File: config.mk
export PLATFORM = sky130hd
export DESIGN_NAME = fpu_wb_sched
export DESIGN_NICKNAME = d
export VERILOG_FILES = /design/src/rtl/fpu_wb_sched.sv
export SDC_FILE = /design/constraint.sdc
export NUM_CORES = 1
export LEC_CHECK = 0
export CELL_PAD_IN_SITES_DETAIL_PLACEMENT = 2
export CELL_PAD_IN_SITES_GLOBAL_PLACEMENT = 2
export CORE_UTILIZATION = 28
export DETAILED_ROUTE_END_ITERATION = 8
export PLACE_DENSITY = 0.78
export SLEW_MARGIN = 30
export SYNTH_ARGS = -nofsm -noshare
export SYNTH_HDL_FRONTEND = slang
export SYNTH_SLANG_ARGS = --single-unit
File: constraint.sdc
create_clock -name clk -period 5.35 [get_ports clk]
set_input_delay 1.07 -clock clk [delete_from_list [all_inputs] [get_ports clk]]
set_output_delay 1.07 -clock clk [all_outputs]
set_load 0.02 [all_outputs]
File: src/rtl/fpu_wb_sched.sv
// Writeback scheduler for the FPU register file: round-robin arbitration of result
// streams onto the single write port, plus a busy scoreboard for RAW/WAW issue stalls.
module fpu_wb_sched #(
  parameter int unsigned NREQ = 3,
  parameter int unsigned AW   = 6,
  parameter int unsigned DW   = 32
) (
  input  logic                      clk,
  input  logic                      rst,
  input  logic [NREQ-1:0]           req_valid,
  input  logic [NREQ-1:0][AW-1:0]   req_rd,
  input  logic [NREQ-1:0][DW-1:0]   req_data,
  output logic [NREQ-1:0]           req_ready,
  output logic                      regW_en,
  output logic [AW-1:0]             rsW,
  output logic [DW-1:0]             dataW,
  input  logic                      issue_valid,
  input  logic [AW-1:0]             issue_rd,
  input  logic [AW-1:0]             issue_rs1,
  input  logic [AW-1:0]             issue_rs2,
  input  logic [AW-1:0]             issue_rs3,
  output logic                      issue_stall,
  output logic [(2**AW)-1:0]        busy,
  output logic                      wb_err
);

  localparam int unsigned NREG = 2**AW;
  localparam int unsigned IW   = (NREQ > 1) ? $clog2(NREQ) : 1;

  logic [IW-1:0]   last_q, last_d;
  logic            regw_en_q, regw_en_d;
  logic [AW-1:0]   rsw_q, rsw_d;
  logic [DW-1:0]   dataw_q, dataw_d;
  logic [NREG-1:0] busy_q, busy_d;
  logic            wb_err_q, wb_err_d;

  logic            gnt_vld;
  logic [IW-1:0]   gnt_idx;
  logic [AW-1:0]   gnt_rd;
  logic [DW-1:0]   gnt_data;
  logic            wb_fire;
  logic            issue_go;

  // Round-robin search starting one past the last granted requester.
  always_comb begin
    int cand;
    cand      = 0;
    gnt_vld   = 1'b0;
    gnt_idx   = last_q;
    req_ready = '0;
    for (int k = 1; k <= int'(NREQ); k++) begin
      cand = (int'(last_q) + k) % int'(NREQ);
      if (!gnt_vld && req_valid[IW'(cand)]) begin
        gnt_vld = 1'b1;
        gnt_idx = IW'(cand);
      end
    end
    if (gnt_vld) req_ready[gnt_idx] = 1'b1;
  end

  assign gnt_rd   = req_rd[gnt_idx];
  assign gnt_data = req_data[gnt_idx];
  assign wb_fire  = gnt_vld && (gnt_rd != '0);

  // Hazard check depends only on issue inputs and the registered scoreboard.
  assign issue_stall = issue_valid && (busy_q[issue_rs1] || busy_q[issue_rs2] ||
                                       busy_q[issue_rs3] || busy_q[issue_rd]);
  assign issue_go    = issue_valid && !issue_stall && (issue_rd != '0);

  always_comb begin
    last_d    = last_q;
    regw_en_d = wb_fire;
    rsw_d     = rsw_q;
    dataw_d   = dataw_q;
    busy_d    = busy_q;
    wb_err_d  = wb_err_q;
    if (gnt_vld) last_d = gnt_idx;
    if (wb_fire) begin
      rsw_d          = gnt_rd;
      dataw_d        = gnt_data;
      busy_d[gnt_rd] = 1'b0;
      if (!busy_q[gnt_rd]) wb_err_d = 1'b1;
    end
    // A new issue to the register being written back keeps it busy.
    if (issue_go) busy_d[issue_rd] = 1'b1;
    busy_d[0] = 1'b0;
  end

  always_ff @(posedge clk or negedge rst) begin
    if (!rst) begin
      last_q    <= IW'(NREQ - 1);
      regw_en_q <= 1'b0;
      rsw_q     <= '0;
      dataw_q   <= '0;
      busy_q    <= '0;
      wb_err_q  <= 1'b0;
    end else begin
      last_q    <= last_d;
      regw_en_q <= regw_en_d;
      rsw_q     <= rsw_d;
      dataw_q   <= dataw_d;
      busy_q    <= busy_d;
      wb_err_q  <= wb_err_d;
    end
  end

  assign regW_en = regw_en_q;
  assign rsW     = rsw_q;
  assign dataW   = dataw_q;
  assign busy    = busy_q;
  assign wb_err  = wb_err_q;

endmodule
==> flow_metrics.tcl <==
set metrics [dict create \
    mostFrequentLayoutCells "clkdlybuf4s50_1, o21ai_0, nand2_1" \
    drc 0 \
    drive_gt1_share_pct 13.0 \
    crit_slowest_cell "clkdlybuf4s50_1" \
    ant_nets 0 \
    drt_iter0_drc 835 \
    pre_cts_slack_ps -371 \
    path_cells "clkdlybuf4s50_1 -> buf_12 -> mux4_2 -> mux4_2 -> mux4_2 -> or4_4 -> and2_1 -> dlygate4sd2_1" \
    grt-ovfl-total 0 \
    ys.flop_type "dfrtp_1" \
    hpwl_mm 31.1 \
    vdd_drop_max_mv 0.331 \
    cp.arrival_ps 4220 \
    wl_met2_mm 20.1 \
    grt_start_max_net_pins 74 \
    relSlewSlack_pct 44.0 \
    clock-sinks 105 \
    layout.nets 1248 \
    cp_common_cell "mux4_2" \
    clockBufferDepth 2 \
    async_flop_share_pct 100 \
    setup_viol 0 \
    min_period_over_period_pct 98.9 \
    end_kind "output pin" \
    fin_setup_tns_ps 0 \
    status "finished, final reports clean" \
    top_layer "met4" \
    critical_path_class "primary input to output pin" \
    io_buffers 250 \
    p_leak_nw 4.59 \
    grt_usage_pct 28.3 \
    setup_ws_ps 56.5 \
    htreeDepth 3 \
    wire_per_inst_um 27.9 \
    p_per_area_nw_per_um2 685 \
    cts_made_buffers 9 \
    hold_viol 0 \
    drt-met1-wl_mm 16.6 \
    first_pass_iters 5 \
    fp.dieH_um 172 \
    slew_viol_final 0 \
    met3_length_mm 3.28 \
    dieArea_sq_um 29600 \
    synth_edf_count 0 \
    die_w_um 172 \
    grt_pass1_wl_mm 61.6 \
    holdCritPathClass "flip-flop to flip-flop" \
    diodes 0 \
    maxCapViolations 0 \
    synth.avg_cell_area_sq_um 9.42 \
    clkTransAtPathRegs_ps 70 \
    clock_latency_ps 360 \
    rsz0062_at_grt "no" \
    multi_input_area_sq_um 5140 \
    power_w 0.00790 \
    skew_ps 12.5 \
    routed_wirelength_mm 41.3 \
    core_area_sq_um 28100 \
    num_rows 61 \
    worstPathMaxFanout 17 \
    fillers 3066 \
    cts-root-buf "clkbuf_16" \
    critical_path_required_ps 4280 \
    path_buf_inv 3 \
    min_period_ps 5290 \
    cp-start-kind "primary input" \
    initial_core_util_pct 28.8 \
    areaGrowthSynthToFinish_pct 42.6 \
    final_common_cell "clkdlybuf4s50_1" \
    boundaryPins 252 \
    tightest_slew_ps 840 \
    place.gp.congestion 0.903 \
    grt_pass1_vias 9466 \
    syn_area_sq_um 8090 \
    slowest_delay_ps 520 \
    yosysWarnings 0 \
    yosysUniqueCellTypes 60 \
    regArea_sq_um 2630 \
    max_freq_mhz 189 \
    cp_top_family "multiplexers" \
    ys_ff_latch 105 \
    vias 8846 \
    antenna_found_initial 0 \
    cts_tree "done" \
    syn-num-nets 1007 \
    via_per_inst 5.96 \
    hold_buffers 0 \
    ys_seq_area_share_pct 32.5 \
    syn_inst 859 \
]
[worst paths after layout]
| path | startpoint | end | slack [ps] | cells after the start |
|---|---|---|---|---|
| worst max-delay path | issue_rs1[0] | issue_stall | 60 | 8 |
| worst min-delay path | dataW[7] | dataW[7] | 480 | 2 |
| worst max register to register | last_q[0] | busy[42] | 560 | 15 |
| worst min register to register | dataW[7] | dataW[7] | 480 | 2 |
| max in group asynchronous | rst | dataW[5] | 3600 | 2 |
| min in group asynchronous | rst | busy[18] | 740 | 1 |
[cell type report]
type | count | area share [%]
clock buffer | 10 | 2.07
clock inverter | 6 | 0.434
inverter | 13 | 0.423
multi-input combinational | 676 | 44.5
sequential | 105 | 22.8
tap | 378 | 4.10
timing repair buffer | 295 | 25.6
[kinds of logic after synthesis]
family,share of synthesized area (%)
fa+ha+maj,0.619
flops,32.5
mux,28.6
simple gates,13.9
buf+inv,4.15
compound gates,20.2
other cells,0.0464
[cells in the mapped netlist (all sizes together), types with 4 or more instances]
| master | n | area share, % |
|---|---|---|
| o21ai | 152 | 9.4 |
| nand2 | 105 | 4.9 |
| dfrtp | 104 | 32 |
| mux2i | 66 | 8.2 |
| mux4 | 65 | 19 |
| nor2 | 60 | 2.8 |
| a21oi | 49 | 3.0 |
| clkbuf | 39 | 1.8 |
| buf | 26 | 1.7 |
| nand3 | 26 | 1.6 |
| mux2 | 14 | 1.9 |
| inv | 12 | 0.56 |
| and2 | 8 | 0.62 |
| a221oi | 7 | 0.76 |
| a31oi | 7 | 0.54 |
| nor2b | 7 | 0.54 |
| o2bb2ai | 7 | 0.76 |
| o41ai | 7 | 0.76 |
| or2 | 7 | 0.54 |
| nor3 | 6 | 0.37 |
| o31ai | 6 | 0.56 |
| or3 | 6 | 0.46 |
| a22oi | 5 | 0.46 |
| a2bb2oi | 5 | 0.54 |
| nand2b | 5 | 0.39 |
| nand3b | 5 | 0.46 |
| nor3b | 5 | 0.46 |
| o211ai | 5 | 0.46 |
| a211oi | 4 | 0.37 |
| ha | 4 | 0.62 |
| o2111ai | 4 | 0.43 |
[state kept, by name, indices dropped and copies added, names as in the netlist]
register and flops:
regW_en 1, wb_err 1, dataW 32, busy 63, last_q 2, rsW 6
[metrics by stage]
step	hold WS (ps)	util (%)	cell area, sq um	cells
after floorplan	571	-	8090	859
after global placement	461	39.7	11200	1464
after detailed placement	473	39.7	11200	1464
after CTS	487	40.9	11500	1482
after global routing	522	41.1	11500	1483
final	481	41.1	11500	1483
[per-layer routing]
layer / vias up / GRT usage, %
li1: 3730 / -
met1: 4558 / 35.5
met2: 452 / 47.6
met3: 106 / 6.09
met4: 0 / 10.4
met5: - / 0
[timing repair]
| action | in CTS | in global routing |
|---|---|---|
| cloned | 1 | 1 |
| pin swaps | 0 | 0 |
| endpoints found under the setup margin | 1 | 1 |
| buffers inserted | 1 | 0 |
| gates resized for setup | 3 | 4 |
[power by group]
part | leakage, nW | total [W] | switching (W) | internal [W]
combinational | 3.10 | 0.00532 | 0.00310 | 0.00222
sequential | 1.35 | 0.00190 | 0.000738 | 0.00116
clock | 0.141 | 0.000686 | 0.000349 | 0.000337
total | 4.59 | 0.00790 | 0.00418 | 0.00372
[worst register-to-register path: stages, from the launching register on]
cell,delay (ps)
dfrtp_1,410
inv_1,80
ha_1,430
mux2_2,390
and2_1,200
nor2_1,320
nor2_1,120
inv_1,80
buf_4,470
nand3_1,140
and2_1,310
a211oi_1,700
buf_4,280
nand3_1,300
o21ai_0,280
o21ai_0,130
Note: power is estimated with default switching activity, not from simulation.
